### src/rtl/shifter_video_planar_if.sv
// Video shifter bus bundle: pixel tick, word-load strobe and video word
// from the MCU side, mode controls, and the Reload / underrun / colour
// index outputs towards the palette.
//   master : drives pixClkEn, DE, LOAD, rez, monocolor, DIN, hscroll
//   slave  : drives Reload, underrun, color_index
interface shifter_video_planar_if #(
  parameter int unsigned PLANES   = 4,
  parameter int unsigned WORD_W   = 16,
  parameter int unsigned SCROLL_W = 4
);
  logic                pixClkEn;
  logic                DE;
  logic                LOAD;
  logic [1:0]          rez;
  logic                monocolor;
  logic [WORD_W-1:0]   DIN;
  logic [SCROLL_W-1:0] hscroll;
  logic                Reload;
  logic                underrun;
  logic [PLANES-1:0]   color_index;

  modport master (
    output pixClkEn, DE, LOAD, rez, monocolor, DIN, hscroll,
    input  Reload, underrun, color_index
  );

  modport slave (
    input  pixClkEn, DE, LOAD, rez, monocolor, DIN, hscroll,
    output Reload, underrun, color_index
  );
endinterface

### src/rtl/shifter_video_planar.sv
// Parametrised planar video shifter. Words arriving on LOAD edges fill a
// bank of PLANES latches; at each group boundary the latches move into the
// shift registers, which are cascaded according to the line's resolution
// (low / mid / mono) to produce one colour index per pixel tick. A fine
// horizontal scroll pre-shifts the first group of each line, and a group
// reload with an incomplete latch set raises a one-cycle underrun pulse.
//   clk32  : system clock, all logic on posedge
//   nReset : asynchronous active-low reset
//   bus    : shifter_video_planar_if slave port (inputs from MCU, outputs
//            Reload / underrun / color_index, all registered)
module shifter_video_planar #(
  parameter int unsigned PLANES   = 4,
  parameter int unsigned WORD_W   = 16,
  parameter int unsigned SCROLL_W = 4
) (
  input  logic                   clk32,
  input  logic                   nReset,
  shifter_video_planar_if.slave  bus
);

  localparam int unsigned PC_W  = (WORD_W * PLANES > 1) ? $clog2(WORD_W * PLANES) : 1;
  localparam int unsigned CNT_W = $clog2(PLANES + 1);
  localparam int unsigned A_MID = (PLANES > 1) ? PLANES / 2 : 1;
  localparam int unsigned SH_W  = SCROLL_W + 1;

  typedef enum logic [2:0] {
    S_IDLE,
    S_FILL,
    S_START,
    S_RUN,
    S_DRAIN
  } state_e;

  state_e              state_q, state_d;
  logic [WORD_W-1:0]   lat_q [PLANES];
  logic [WORD_W-1:0]   lat_d [PLANES];
  logic [WORD_W-1:0]   sr_q  [PLANES];
  logic [WORD_W-1:0]   sr_d  [PLANES];
  logic [WORD_W-1:0]   pre_sr [PLANES];
  logic [PC_W-1:0]     pc_q, pc_d;
  logic [PC_W-1:0]     pmax_q, pmax_d;
  logic [CNT_W-1:0]    load_cnt_q, load_cnt_d;
  logic [CNT_W-1:0]    a_q, a_d;
  logic                mono_q, mono_d;
  logic                load_dly_q, load_dly_d;
  logic                reload_q, reload_d;
  logic                underrun_q, underrun_d;
  logic [PLANES-1:0]   color_q, color_d;

  logic                load_edge;
  logic                capture;
  logic                reload_hit;
  logic [CNT_W-1:0]    cnt_next;
  logic [PLANES-1:0]   msb_vec;
  logic [PLANES-1:0]   cascade_in;
  logic [PLANES-1:0]   col;
  logic [SH_W-1:0]     rsh;

  // Cascade shift-in bits and the scroll-pre-shifted first group.
  always_comb begin : cascade
    logic [WORD_W-1:0] nb;
    for (int unsigned p = 0; p < PLANES; p++) msb_vec[p] = sr_q[p][WORD_W-1];
    // plane p is fed by plane p+A; planes with no upstream partner get 0
    cascade_in = msb_vec >> a_q;
    rsh = SH_W'(WORD_W) - SH_W'(bus.hscroll);
    for (int unsigned p = 0; p < PLANES; p++) begin
      nb = '0;
      for (int unsigned q = 0; q < PLANES; q++) begin
        if (q == p + 32'(a_q)) nb = lat_q[q];
      end
      // a shift by the full word width (hscroll=0) yields 0
      pre_sr[p] = (lat_q[p] << bus.hscroll) | (nb >> rsh);
    end
  end

  // Next-state, datapath and output computation.
  always_comb begin : next_state
    state_d    = state_q;
    lat_d      = lat_q;
    sr_d       = sr_q;
    pc_d       = pc_q;
    pmax_d     = pmax_q;
    load_cnt_d = load_cnt_q;
    a_d        = a_q;
    mono_d     = mono_q;
    reload_d   = reload_q;
    underrun_d = 1'b0;
    load_dly_d = bus.LOAD;

    load_edge  = bus.LOAD & ~load_dly_q;
    capture    = load_edge & ((state_q != S_IDLE) | bus.DE);
    reload_hit = (pmax_q == '0) | (pc_q == pmax_q - PC_W'(1));
    cnt_next   = (load_cnt_q >= CNT_W'(PLANES)) ? load_cnt_q : load_cnt_q + CNT_W'(1);

    if (capture) begin
      lat_d[PLANES-1] = bus.DIN;
      for (int unsigned k = 0; k + 1 < PLANES; k++) lat_d[k] = lat_q[k+1];
      load_cnt_d = cnt_next;
    end

    if (bus.pixClkEn) begin
      reload_d = (state_q == S_RUN) & reload_hit;
      if (reload_q) begin
        // group boundary: sr takes pre-edge latches, a same-cycle load counts as 1
        sr_d       = lat_q;
        pc_d       = '0;
        load_cnt_d = CNT_W'(capture);
        underrun_d = (load_cnt_q < CNT_W'(PLANES));
      end else begin
        for (int unsigned p = 0; p < PLANES; p++) sr_d[p] = {sr_q[p][WORD_W-2:0], cascade_in[p]};
        if (state_q == S_RUN || state_q == S_DRAIN) pc_d = pc_q + PC_W'(1);
      end
    end

    case (state_q)
      S_IDLE: begin
        pc_d = '0;
        if (capture) begin
          state_d = S_FILL;
          // mode is frozen for the whole line from here on
          case (bus.rez)
            2'd0: begin
              a_d    = CNT_W'(PLANES);
              mono_d = 1'b0;
              pmax_d = PC_W'(WORD_W - 1);
            end
            2'd1: begin
              a_d    = CNT_W'(A_MID);
              mono_d = 1'b0;
              pmax_d = PC_W'(WORD_W * PLANES / A_MID - 1);
            end
            default: begin
              a_d    = CNT_W'(1);
              mono_d = 1'b1;
              pmax_d = PC_W'(WORD_W * PLANES - 1);
            end
          endcase
        end
      end
      S_FILL: begin
        if (load_cnt_q == CNT_W'(PLANES)) state_d = S_START;
      end
      S_START: begin
        if (bus.pixClkEn) begin
          sr_d       = pre_sr;
          pc_d       = PC_W'(bus.hscroll);
          load_cnt_d = CNT_W'(capture);
          state_d    = S_RUN;
        end
      end
      S_RUN: begin
        if (!bus.DE) begin
          state_d  = S_DRAIN;
          reload_d = 1'b0;
        end
      end
      S_DRAIN: begin
        if (bus.pixClkEn && pc_q == pmax_q) begin
          state_d    = S_IDLE;
          pc_d       = '0;
          load_cnt_d = '0;
        end
      end
      default: state_d = S_IDLE;
    endcase

    for (int unsigned i = 0; i < PLANES; i++) col[i] = sr_d[i][WORD_W-1];
    color_d = (col & ~({PLANES{1'b1}} << a_d)) ^ PLANES'(mono_d & bus.monocolor);
  end

  // State and datapath registers.
  always_ff @(posedge clk32 or negedge nReset) begin
    if (!nReset) begin
      state_q    <= S_IDLE;
      lat_q      <= '{default: '0};
      sr_q       <= '{default: '0};
      pc_q       <= '0;
      pmax_q     <= '0;
      load_cnt_q <= '0;
      a_q        <= '0;
      mono_q     <= 1'b0;
      load_dly_q <= 1'b0;
      reload_q   <= 1'b0;
      underrun_q <= 1'b0;
      color_q    <= '0;
    end else begin
      state_q    <= state_d;
      lat_q      <= lat_d;
      sr_q       <= sr_d;
      pc_q       <= pc_d;
      pmax_q     <= pmax_d;
      load_cnt_q <= load_cnt_d;
      a_q        <= a_d;
      mono_q     <= mono_d;
      load_dly_q <= load_dly_d;
      reload_q   <= reload_d;
      underrun_q <= underrun_d;
      color_q    <= color_d;
    end
  end

  assign bus.Reload      = reload_q;
  assign bus.underrun    = underrun_q;
  assign bus.color_index = color_q;

endmodule

### src/flat_wrapper.sv
// flat-port wrapper written by rule: the top's interface ports become plain ports
module shifter_video_planar_flat 
#(
  parameter int unsigned PLANES   = 4,
  parameter int unsigned WORD_W   = 16,
  parameter int unsigned SCROLL_W = 4
)
  (clk32, nReset, bus_pixClkEn, bus_DE, bus_LOAD, bus_rez, bus_monocolor, bus_DIN, bus_hscroll, bus_Reload, bus_underrun, bus_color_index);
  shifter_video_planar_if #(.PLANES(PLANES), .WORD_W(WORD_W), .SCROLL_W(SCROLL_W)) bus_i ();
  input  logic clk32;
  input  logic nReset;
  input wire logic [$bits(bus_i.pixClkEn)-1:0] bus_pixClkEn;
  input wire logic [$bits(bus_i.DE)-1:0] bus_DE;
  input wire logic [$bits(bus_i.LOAD)-1:0] bus_LOAD;
  input wire logic [$bits(bus_i.rez)-1:0] bus_rez;
  input wire logic [$bits(bus_i.monocolor)-1:0] bus_monocolor;
  input wire logic [$bits(bus_i.DIN)-1:0] bus_DIN;
  input wire logic [$bits(bus_i.hscroll)-1:0] bus_hscroll;
  output wire logic [$bits(bus_i.Reload)-1:0] bus_Reload;
  output wire logic [$bits(bus_i.underrun)-1:0] bus_underrun;
  output wire logic [$bits(bus_i.color_index)-1:0] bus_color_index;
  assign bus_i.pixClkEn = bus_pixClkEn;
  assign bus_i.DE = bus_DE;
  assign bus_i.LOAD = bus_LOAD;
  assign bus_i.rez = bus_rez;
  assign bus_i.monocolor = bus_monocolor;
  assign bus_i.DIN = bus_DIN;
  assign bus_i.hscroll = bus_hscroll;
  assign bus_Reload = bus_i.Reload;
  assign bus_underrun = bus_i.underrun;
  assign bus_color_index = bus_i.color_index;
  shifter_video_planar #(.PLANES(PLANES), .WORD_W(WORD_W), .SCROLL_W(SCROLL_W)) u_core (.clk32(clk32), .nReset(nReset), .bus(bus_i));
endmodule
### config.mk
export PLATFORM = sky130hd
export DESIGN_NAME = shifter_video_planar_flat
export DESIGN_NICKNAME = d
export VERILOG_FILES = /design/src/rtl/shifter_video_planar_if.sv /design/src/rtl/shifter_video_planar.sv /design/src/flat_wrapper.sv
export SDC_FILE = /design/constraint.sdc
export NUM_CORES = 1
export LEC_CHECK = 0
export CAP_MARGIN = 20
export CELL_PAD_IN_SITES_DETAIL_PLACEMENT = 0
export CELL_PAD_IN_SITES_GLOBAL_PLACEMENT = 2
export CORE_UTILIZATION = 40
export CTS_CLUSTER_SIZE = 12
export DETAILED_ROUTE_END_ITERATION = 10
export HOLD_SLACK_MARGIN = 0.15
export PLACE_DENSITY = 0.94
export SLEW_MARGIN = 30
export SYNTH_ARGS = -nofsm -noshare
export SYNTH_HDL_FRONTEND = slang
export SYNTH_SLANG_ARGS = --single-unit
### constraint.sdc
create_clock -name clk32 -period 3.8 [get_ports clk32]
set_input_delay 0.38 -clock clk32 [delete_from_list [all_inputs] [get_ports clk32]]
set_output_delay 0.38 -clock clk32 [all_outputs]
set_load 0.01 [all_outputs]
==> results.json <==
{
  "crit_fanout": 64,
  "synth_edf_count": 0,
  "slew_headroom_pct": 35.82,
  "grt_antenna_before_repair": 1,
  "p_per_area_nw_per_um2": 815.3,
  "worstPathRequired_ps": 4160,
  "rsz0062_at_grt": "no",
  "synth-compound-area-share_pct": 23.40,
  "wl_per_cell_um": 30.37,
  "final.setup.tns_ps": 0,
  "htree_levels": 4,
  "seq_area_um2": 3860,
  "synthToLayoutAreaGrowth_pct": 9.452,
  "grtUsageTotal_pct": 34.87,
  "grt-ovfl-total": 0,
  "placed_cells": 2007,
  "post-route-util_pct": 44.56,
  "netlist-cell-type-count": 83,
  "mostFrequentLayoutCells": "187 x nand2_1, 154 x mux2i_1, 151 x dfrtp_1",
  "worst_r2r_path_depth": 8,
  "drtIter0Drc": 1896,
  "yosys.area_share.adder_pct": 0.5325,
  "r2r_end": "u_core.sr_q[37]$_DFF_PN0_",
  "r2r_start": "u_core.a_q[1]$_DFF_PN0_",
  "finClkSkew_ps": 15.17,
  "layout-drive-gt1-share_pct": 18.17,
  "leakage_nw": 5.913,
  "critPathKind": "flip-flop to flip-flop",
  "start_util_pct": 40.71,
  "insertion_delay_ps": 470,
  "clk_pin_slew_ps": 60,
  "post_cts_buffers": 0,
  "maxSlewViolCount": 0,
  "synthFlopType": "dfrtp_1",
  "arrival_ps": 3570,
  "ctsHoldBuffers": 1,
  "synth_top_family_by_area": "multiplexers",
  "timing.hold.ws_ps": 401.4,
  "clock-sinks": 154,
  "syn_nets": 1669,
  "avgSynthCellArea_um2": 8.622,
  "fin_cells": 2041,
  "nNetsFinal": 1606,
  "cts-root-buf": "clkbuf_16",
  "ir_drop_mv": 0.5427,
  "ff2ff_setup_slack_ps": 600,
  "endpoint": "u_core.sr_q[37]$_DFF_PN0_",
  "fill_cells": 3356,
  "fp.dieH_um": 189.7,
  "gp_congestion": 1.047,
  "viasPerCell": 6.943,
  "period_minus_slack_ps": 3204,
  "setup_viol": 0,
  "fmaxAchievable_ghz": 0.3121,
  "setup_ws_ps": 596.0,
  "cts_buffers": 17,
  "final_common_cell": "nand2_1",
  "core_area_um2": 34630,
  "dp_slack_ps": 524.1,
  "start_kind": "flip-flop",
  "hold_violations": 0,
  "synthArstFlopShare_pct": 100.0,
  "grt_pass1_wl_um": 92230,
  "cp-end-kind": "flip-flop",
  "dr.pass1.iters": 5,
  "std_cell_rows": 68,
  "die_w_um": 189.7,
  "ctsResizeCount": 0,
  "cts_tree": "done",
  "netlist_area_um2": 14100,
  "wl_um": 61980,
  "dp_hpwl_um": 42110,
  "clockBufferDepth": 2,
  "multi_input_area_um2": 9360,
  "synth-simple-area-share_pct": 14.61,
  "pin_count": 34,
  "drc": 0,
  "syn-instance-count": 1635,
  "fin_crit_sh_pct": 84.31,
  "ys_seq_elements": 154,
  "yosysWarnings": 0,
  "num_vias": 14170,
  "startpoint": "u_core.a_q[1]$_DFF_PN0_",
  "status": "finished, final reports clean",
  "die_area_um2": 36000,
  "maxCapViolations": 0,
  "ant_nets": 0,
  "yosysSeqAreaShare_pct": 27.34,
  "synthXorXnorAreaFrac_pct": 0.4349,
  "tightest_slew_ps": 962.7,
  "synth_mux_area_share_pct": 27.31,
  "hp-class": "primary input to flip-flop",
  "io_buffers": 33,
  "grt_pass1_vias": 13680,
  "grt_max_degree": 81
}
state kept, by name (all words and copies together) (netlist names):
register and count:
u_core.lat_q 64, u_core.sr_q 60, u_core.pc_q 6, u_core.bus.color_index 4, u_core.msb_vec 4, u_core.a_q 3
u_core.load_cnt_q 3, u_core.pmax_q 3, u_core.state_q 3, u_core.bus.Reload 1, u_core.bus.underrun 1, u_core.load_dly_q 1
u_core.mono_q 1
layer usage:
layer	wire length (um)	up-vias	track usage, %
met2	27200	919	51.79
met1	25810	7028	46.80
li1	-	6031	-
met4	3272	0	18.73
met5	0	-	0
met3	5700	192	8.172
Yosys cell counts (5+ instances only):
cell type | count | share of area, %
mux2_2 | 106 | 8.5
clkbuf_1 | 109 | 2.9
a21o_1 | 6 | 0.32
nand4_1 | 7 | 0.31
a221o_1 | 7 | 0.50
o21a_1 | 6 | 0.32
a221oi_1 | 13 | 0.81
buf_2 | 47 | 1.7
nand2_1 | 188 | 5.0
nand3b_1 | 7 | 0.37
o31ai_1 | 7 | 0.37
a211oi_1 | 35 | 1.9
mux4_2 | 49 | 7.8
and2_1 | 15 | 0.67
a311oi_1 | 6 | 0.37
o2bb2ai_1 | 13 | 0.81
o221ai_1 | 13 | 0.81
o22ai_1 | 20 | 0.89
ha_1 | 6 | 0.53
a21oi_1 | 125 | 4.4
dfrtp_1 | 154 | 27
buf_4 | 8 | 0.43
nor2b_1 | 18 | 0.80
nor3_1 | 35 | 1.2
or3_1 | 5 | 0.22
inv_1 | 24 | 0.64
and3_1 | 8 | 0.36
o21ai_0 | 103 | 3.7
a22oi_1 | 15 | 0.80
o211ai_1 | 20 | 1.1
a22o_1 | 8 | 0.50
o221a_2 | 5 | 0.40
nand2b_1 | 8 | 0.36
nor4_1 | 5 | 0.22
buf_1 | 19 | 0.51
nand3_1 | 43 | 1.5
a211o_1 | 9 | 0.56
mux2i_1 | 154 | 11
a31oi_1 | 34 | 1.5
nor2_1 | 88 | 2.3
how the worst min path moves through the flow:
stage / start / end / slack, ps / depth (start not counted)
after floorplan: nReset / u_core.a_q[0]$_DFF_PN0_ / 80 / 0
after global placement: nReset / u_core.pmax_q[3]$_DFFE_PN0P_ / 450 / 1
after detailed placement: nReset / u_core.pmax_q[3]$_DFFE_PN0P_ / 460 / 1
after CTS: bus_LOAD / u_core.load_dly_q$_DFF_PN0_ / 390 / 1
after global routing: bus_LOAD / u_core.load_dly_q$_DFF_PN0_ / 390 / 1
final: bus_LOAD / u_core.load_dly_q$_DFF_PN0_ / 400 / 1
critical path, stage by stage, from the launching register on:
cell and delay [ps]:
dfrtp_2 380, buf_12 290, and2b_1 670, a22oi_1 270, mux4_2 540, and2_1 170
a211oi_1 380, o21ai_0 150, a22oi_1 210
cell type report:
type / instances / share of cell area, %
Antenna cell: 1 / 0.01622
Clock buffer: 21 / 2.984
Clock inverter: 11 / 0.9325
Inverter: 27 / 0.6568
Multi-Input combinational cell: 1269 / 60.66
Sequential cell: 154 / 25.02
Tap cell: 455 / 3.690
Timing Repair Buffer: 103 / 6.041
kinds of logic after synthesis:
kind of cell / after synthesis
AO/OA/AOI/OAI: 499
XOR/XNOR: 7
adder cells (fa/ha/maj): 6
buffers and inverters: 212
flip-flops: 154
multiplexers: 310
AND/OR/NAND/NOR: 447
stage by stage:
stage | power (mW) | cell area, um^2
CTS | 12.31 | 15430
detailed placement | 10.45 | 14810
global route | 13.14 | 15430
finish | 12.58 | 15430
global placement | 10.44 | 14810
floorplan | 7.892 | 14100
where the power goes:
| group | leakage [nW] | total [mW] | switching (mW) | internal [mW] |
|---|---|---|---|---|
| Combinational | 3.78 | 6.73 | 3.81 | 2.92 |
| Clock | 0.285 | 1.83 | 0.765 | 1.07 |
| Sequential | 1.85 | 4.02 | 1.68 | 2.34 |
| Total | 5.91 | 12.6 | 6.25 | 6.33 |
No activity file was read; power rests on OpenSTA's default activity.
